### src/rtl/imem_loader.sv
// Instruction-memory loader: assembles a length-prefixed little-endian
// byte stream into 32-bit words and holds the CPU until the image is in.
module imem_loader #(
  parameter int          IMEM_WORDS = 256,
  parameter logic [63:0] BASE_ADDR  = 64'h0
) (
  input  logic        clk,
  input  logic        reset_n,
  input  logic        start,
  input  logic        byte_valid,
  input  logic [7:0]  byte_data,
  output logic        byte_ready,
  output logic        imem_we,
  output logic [63:0] imem_addr,
  output logic [31:0] imem_wdata,
  output logic        cpu_hold,
  output logic        busy,
  output logic        done,
  output logic        error
);

  typedef enum logic [2:0] {
    S_IDLE, S_LEN_LO, S_LEN_HI, S_DATA,
    S_WRITE, S_DONE, S_ERROR
  } state_e;

  localparam logic [16:0] MaxWords = 17'(IMEM_WORDS);

  state_e      state_q, state_d;
  logic [15:0] len_q, len_d;
  logic [15:0] widx_q, widx_d;
  logic [1:0]  bidx_q, bidx_d;
  logic [31:0] asm_q, asm_d;
  logic [63:0] addr_q, addr_d;
  logic [31:0] wdata_q, wdata_d;
  logic [15:0] n_full;
  logic        xfer;

  assign xfer   = byte_valid && byte_ready;
  assign n_full = {byte_data, len_q[7:0]};

  always_ff @(posedge clk or negedge reset_n) begin
    if (!reset_n) begin
      state_q <= S_IDLE;
      len_q   <= '0;
      widx_q  <= '0;
      bidx_q  <= '0;
      asm_q   <= '0;
      addr_q  <= '0;
      wdata_q <= '0;
    end else begin
      state_q <= state_d;
      len_q   <= len_d;
      widx_q  <= widx_d;
      bidx_q  <= bidx_d;
      asm_q   <= asm_d;
      addr_q  <= addr_d;
      wdata_q <= wdata_d;
    end
  end

  always_comb begin
    state_d = state_q;
    len_d   = len_q;
    widx_d  = widx_q;
    bidx_d  = bidx_q;
    asm_d   = asm_q;
    addr_d  = addr_q;
    wdata_d = wdata_q;
    unique case (state_q)
      S_IDLE, S_DONE, S_ERROR: begin
        if (start) state_d = S_LEN_LO;
      end
      S_LEN_LO: begin
        if (xfer) begin
          len_d[7:0] = byte_data;
          state_d    = S_LEN_HI;
        end
      end
      S_LEN_HI: begin
        if (xfer) begin
          len_d[15:8] = byte_data;
          widx_d      = '0;
          bidx_d      = '0;
          if (n_full == 16'd0)
            state_d = S_DONE;
          else if ({1'b0, n_full} > MaxWords)
            state_d = S_ERROR;
          else
            state_d = S_DATA;
        end
      end
      S_DATA: begin
        if (xfer) begin
          asm_d[{bidx_q, 3'b000} +: 8] = byte_data;
          bidx_d = bidx_q + 2'd1;
          if (bidx_q == 2'd3) begin
            // Register the outputs now so they are stable for the strobe.
            addr_d  = BASE_ADDR + {46'd0, widx_q, 2'b00};
            wdata_d = {byte_data, asm_q[23:0]};
            state_d = S_WRITE;
          end
        end
      end
      S_WRITE: begin
        widx_d  = widx_q + 16'd1;
        state_d = (widx_d == len_q) ? S_DONE : S_DATA;
      end
      default: state_d = S_IDLE;
    endcase
  end

  assign byte_ready = (state_q == S_LEN_LO) || (state_q == S_LEN_HI)
                   || (state_q == S_DATA);
  assign busy       = byte_ready || (state_q == S_WRITE);
  assign imem_we    = (state_q == S_WRITE);
  assign imem_addr  = addr_q;
  assign imem_wdata = wdata_q;
  assign cpu_hold   = (state_q != S_DONE);
  assign done       = (state_q == S_DONE);
  assign error      = (state_q == S_ERROR);

endmodule

### config.mk
export PLATFORM = sky130hd
export DESIGN_NAME = imem_loader
export DESIGN_NICKNAME = d
export VERILOG_FILES = /design/src/rtl/imem_loader.sv
export SDC_FILE = /design/constraint.sdc
export NUM_CORES = 1
export LEC_CHECK = 0
export ABC_CLOCK_PERIOD_IN_PS = 1800
export CAP_MARGIN = 20
export CORE_ASPECT_RATIO = 0.75
export CORE_MARGIN = 2
export CORE_UTILIZATION = 36
export DETAILED_ROUTE_END_ITERATION = 7
export PLACE_DENSITY_LB_ADDON = 0.12
export SLEW_MARGIN = 25
export SYNTH_ARGS = -nofsm -noshare
export SYNTH_HDL_FRONTEND = slang
export SYNTH_SLANG_ARGS = --single-unit
### constraint.sdc
create_clock -name clk -period 1.8 [get_ports clk]
set_input_delay 0.27 -clock clk [delete_from_list [all_inputs] [get_ports clk]]
set_output_delay 0.27 -clock clk [all_outputs]
set_load 0.01 [all_outputs]
==> impl_metrics.env <==
export IMPL_io_buffers=65
export IMPL_violations="setup timing"
export IMPL_drt_initial_drc_count=270
export IMPL_clkLatencyLatePin_ns=0.35
export IMPL_start_kind="register"
export IMPL_post_place_cells=845
export IMPL_fin_crit_sh_pct=109
export IMPL_initial_core_util_pct=36.6
export IMPL_p_leak_nw=3.41
export IMPL_drv_cap=0
export IMPL_vias_per_cell=4.78
export IMPL_grt_max_degree=46
export IMPL_cts_max_level=3
export IMPL_required_ns=2.02
export IMPL_synth_common_cells="109 x dfrtp_1, 74 x nand2_1, 60 x mux2_2, 51 x o21ai_0, 48 x buf_4"
export IMPL_ys_ff_latch=109
export IMPL_fill_cells=1407
export IMPL_switchingPower_mw=3.08
export IMPL_ys_seq_area_share_pct=49.1
export IMPL_cts_sinks=109
export IMPL_rows=39
export IMPL_synth_edf_count=0
export IMPL_place_ws_ns=-0.388
export IMPL_antenna_found_initial=0
export IMPL_hold_viol_final=0
export IMPL_gr_total_overflow=0
export IMPL_grt_pass1_vias=4075
export IMPL_fmax_ghz=0.510
export IMPL_power_share_combinational_pct=39.6
export IMPL_ir_drop_v=0.000762
export IMPL_hold_path_class="input port to asynchronous set/reset pin"
export IMPL_coreArea_mm2=0.0152
export IMPL_num_antenna_cells=0
export IMPL_vias=4143
export IMPL_fin_skew_ns=0.00709
export IMPL_arrival_ns=2.18
export IMPL_r2r_end="state_q[1]$_DFFE_PN0P_"
export IMPL_synth_top_area_share_pct=49.1
export IMPL_synth_cells=518
export IMPL_cp_end_kind="register"
export IMPL_grt_first_pass_wirelength_um=21800
export IMPL_synthMostInstantiatedCell="dfrtp_1"
export IMPL_pwr_share_clk_pct=22.4
export IMPL_synth_largest_area_cell="dfrtp_1"
export IMPL_gp_congestion=0.805
export IMPL_ios=114
export IMPL_p_per_area_mw_per_mm2=1240
export IMPL_internal_power_mw=6.07
export IMPL_rrSetupSlack_ns=-0.16
export IMPL_syn_area_mm2=0.00556
export IMPL_outcome="finished, violations left"
export IMPL_fin_crit_ns=1.96
export IMPL_ys_types=60
export IMPL_ant_nets=0
export IMPL_dpl_hpwl_um=9550
export IMPL_root_buffer="clkbuf_16"
export IMPL_grt_usage_pct=16.5
export IMPL_dieWidth_um=147
export IMPL_sw_frac_of_total_pct=33.7
export IMPL_setup_worst_path_class="register to register"
export IMPL_yosys_warnings=0
export IMPL_final_nets=674
export IMPL_whs_ns=0.411
export IMPL_synth_area_leaders="dfrtp_1 49%, mux2_2 12%, buf_4 6.5%"
export IMPL_fin_ws_ns=-0.162
export IMPL_power_frac_seq_pct=38.0
export IMPL_area_growth_pct=32.9
export IMPL_cts_tree="built"
export IMPL_postSynth_asyncResetShare_pct=100
export IMPL_clk_pin_slew_ns=0.07
export IMPL_cts_buffers=9
export IMPL_clockBufferDepth=2
export IMPL_setup_viol=3
export IMPL_synth_ff_type="dfrtp_1"
export IMPL_p_total_mw=9.15
export IMPL_drive_above_1_share_pct=31.9
export IMPL_wl_um=13200
export IMPL_r2r_start="widx_q[0]$_DFFE_PN0P_"
export IMPL_slew_viol_final=0
export IMPL_die_h_um=112
export IMPL_die_area_mm2=0.0165
export IMPL_fin_cells=866
export IMPL_drt_wirelength_per_cell_um=15.2
export IMPL_dr_pass1_iters=4
export IMPL_r2r_cells=6
export IMPL_drc_errors=0
export IMPL_critPathLaunch="widx_q[0]$_DFFE_PN0P_"
export IMPL_avgSynthCellArea_um2=10.7
export IMPL_cp_max_fo=4
export IMPL_rsz0062_at_grt="true"
==> power groups by stage <==
stage | combinational [mW] | clock [mW] | sequential (mW)
finish | 3.62 | 2.05 | 3.48
global route | 3.95 | 2.23 | 3.57
CTS | 3.46 | 2.12 | 3.46
detailed placement | 3.38 | 0 | 3.50
global placement | 3.32 | 0 | 3.48
floorplan | 1.83 | 0 | 3.55
==> sequential cells by signal, indices dropped and copies added (netlist names) <==
register,count
len_q,16
widx_q,16
asm_q,24
imem_wdata,32
imem_addr,16
bidx_q,2
state_q,3
==> cells in the final DEF (no fill, tap or decap), types with 8 or more instances in the layout <==
| master | netlist | routed |
|---|---|---|
| xnor2_1 | 16 | 14 |
| clkbuf_16 | 0 | 9 |
| xor2_1 | 8 | 8 |
| buf_4 | 48 | 76 |
| conb_1 | 1 | 48 |
| nand2_1 | 74 | 71 |
| clkdlybuf4s50_1 | 0 | 58 |
| dfrtp_1 | 109 | 105 |
| nor2_1 | 20 | 17 |
| mux2_2 | 60 | 60 |
| o21ai_0 | 51 | 51 |
==> repair_timing <==
action | 4_1_cts | 5_1_grt
hold endpoints to repair | 29 | 0
resized for setup | 24 | 29
hold buffers | 1 | 0
setup endpoints to repair | 24 | 25
gates cloned | 0 | 0
buffers inserted | 3 | 1
pin swaps | 5 | 6
==> stage by stage <==
step	cell area (um^2)	TNS (ns)	utilization (%)
global placement	6840	-11.41	45.1
finish	7380	-0.389	48.7
global route	7380	-0.676	48.7
floorplan	5750	0	-
detailed placement	6840	-14.26	45.1
CTS	7240	-0.275	47.7
==> cells by family after synthesis <==
| logic type | count (synthesis) | share of synthesized area [%] |
|---|---|---|
| multiplexers | 65 | 13.1 |
| adder cells (fa/ha/maj) | 6 | 1.35 |
| AND/OR/NAND/NOR | 142 | 13.0 |
| AO/OA/AOI/OAI | 88 | 9.46 |
| flip-flops | 109 | 49.1 |
| buffers and inverters | 83 | 10.2 |
| XOR/XNOR | 24 | 3.78 |
| other | 1 | 0.0675 |
==> final cells by class <==
cell class	instances	area, um^2	area share, %
tap	205	256	3.47
clock buffer	9	225	3.05
multi-input combinational	373	2630	35.6
sequential	109	2730	37.0
timing repair buffer	154	1420	19.3
inverter	9	36.3	0.491
clock inverter	7	80.1	1.08
==> per-layer routing <==
layer / wire length (um) / part of all wire, % / global-route usage (%) / vias up
met5: 0 / 0 / 0 / -
met4: 187 / 1.4 / 4.10 / 0
met3: 455 / 3.4 / 2.95 / 17
met2: 5870 / 44 / 24.4 / 95
met1: 6680 / 51 / 25.1 / 2056
li1: - / - / - / 1975
==> worst max-delay path by stage <==
stage / endpoint / slack (ns) / cells after the start
3_3_place_gp: widx_q[10]$_DFFE_PN0P_ / -0.29 / 5
4_1_cts: state_q[1]$_DFFE_PN0P_ / -0.12 / 8
5_1_grt: state_q[1]$_DFFE_PN0P_ / -0.25 / 7
3_5_place_dp: widx_q[8]$_DFFE_PN0P_ / -0.39 / 5
2_1_floorplan: state_q[2]$_DFFE_PN0P_ / 0.02 / 6
6_report: state_q[1]$_DFFE_PN0P_ / -0.16 / 6
==> critical path, cell delays in order, from the launching register on <==
cell and delay (ns):
dfrtp_2 0.45, ha_4 0.25, xnor2_1 0.26, o2111ai_2 0.19, a311oi_2 0.27, and4b_2 0.31
a32oi_1 0.10
(Power assumes the default switching activity.)
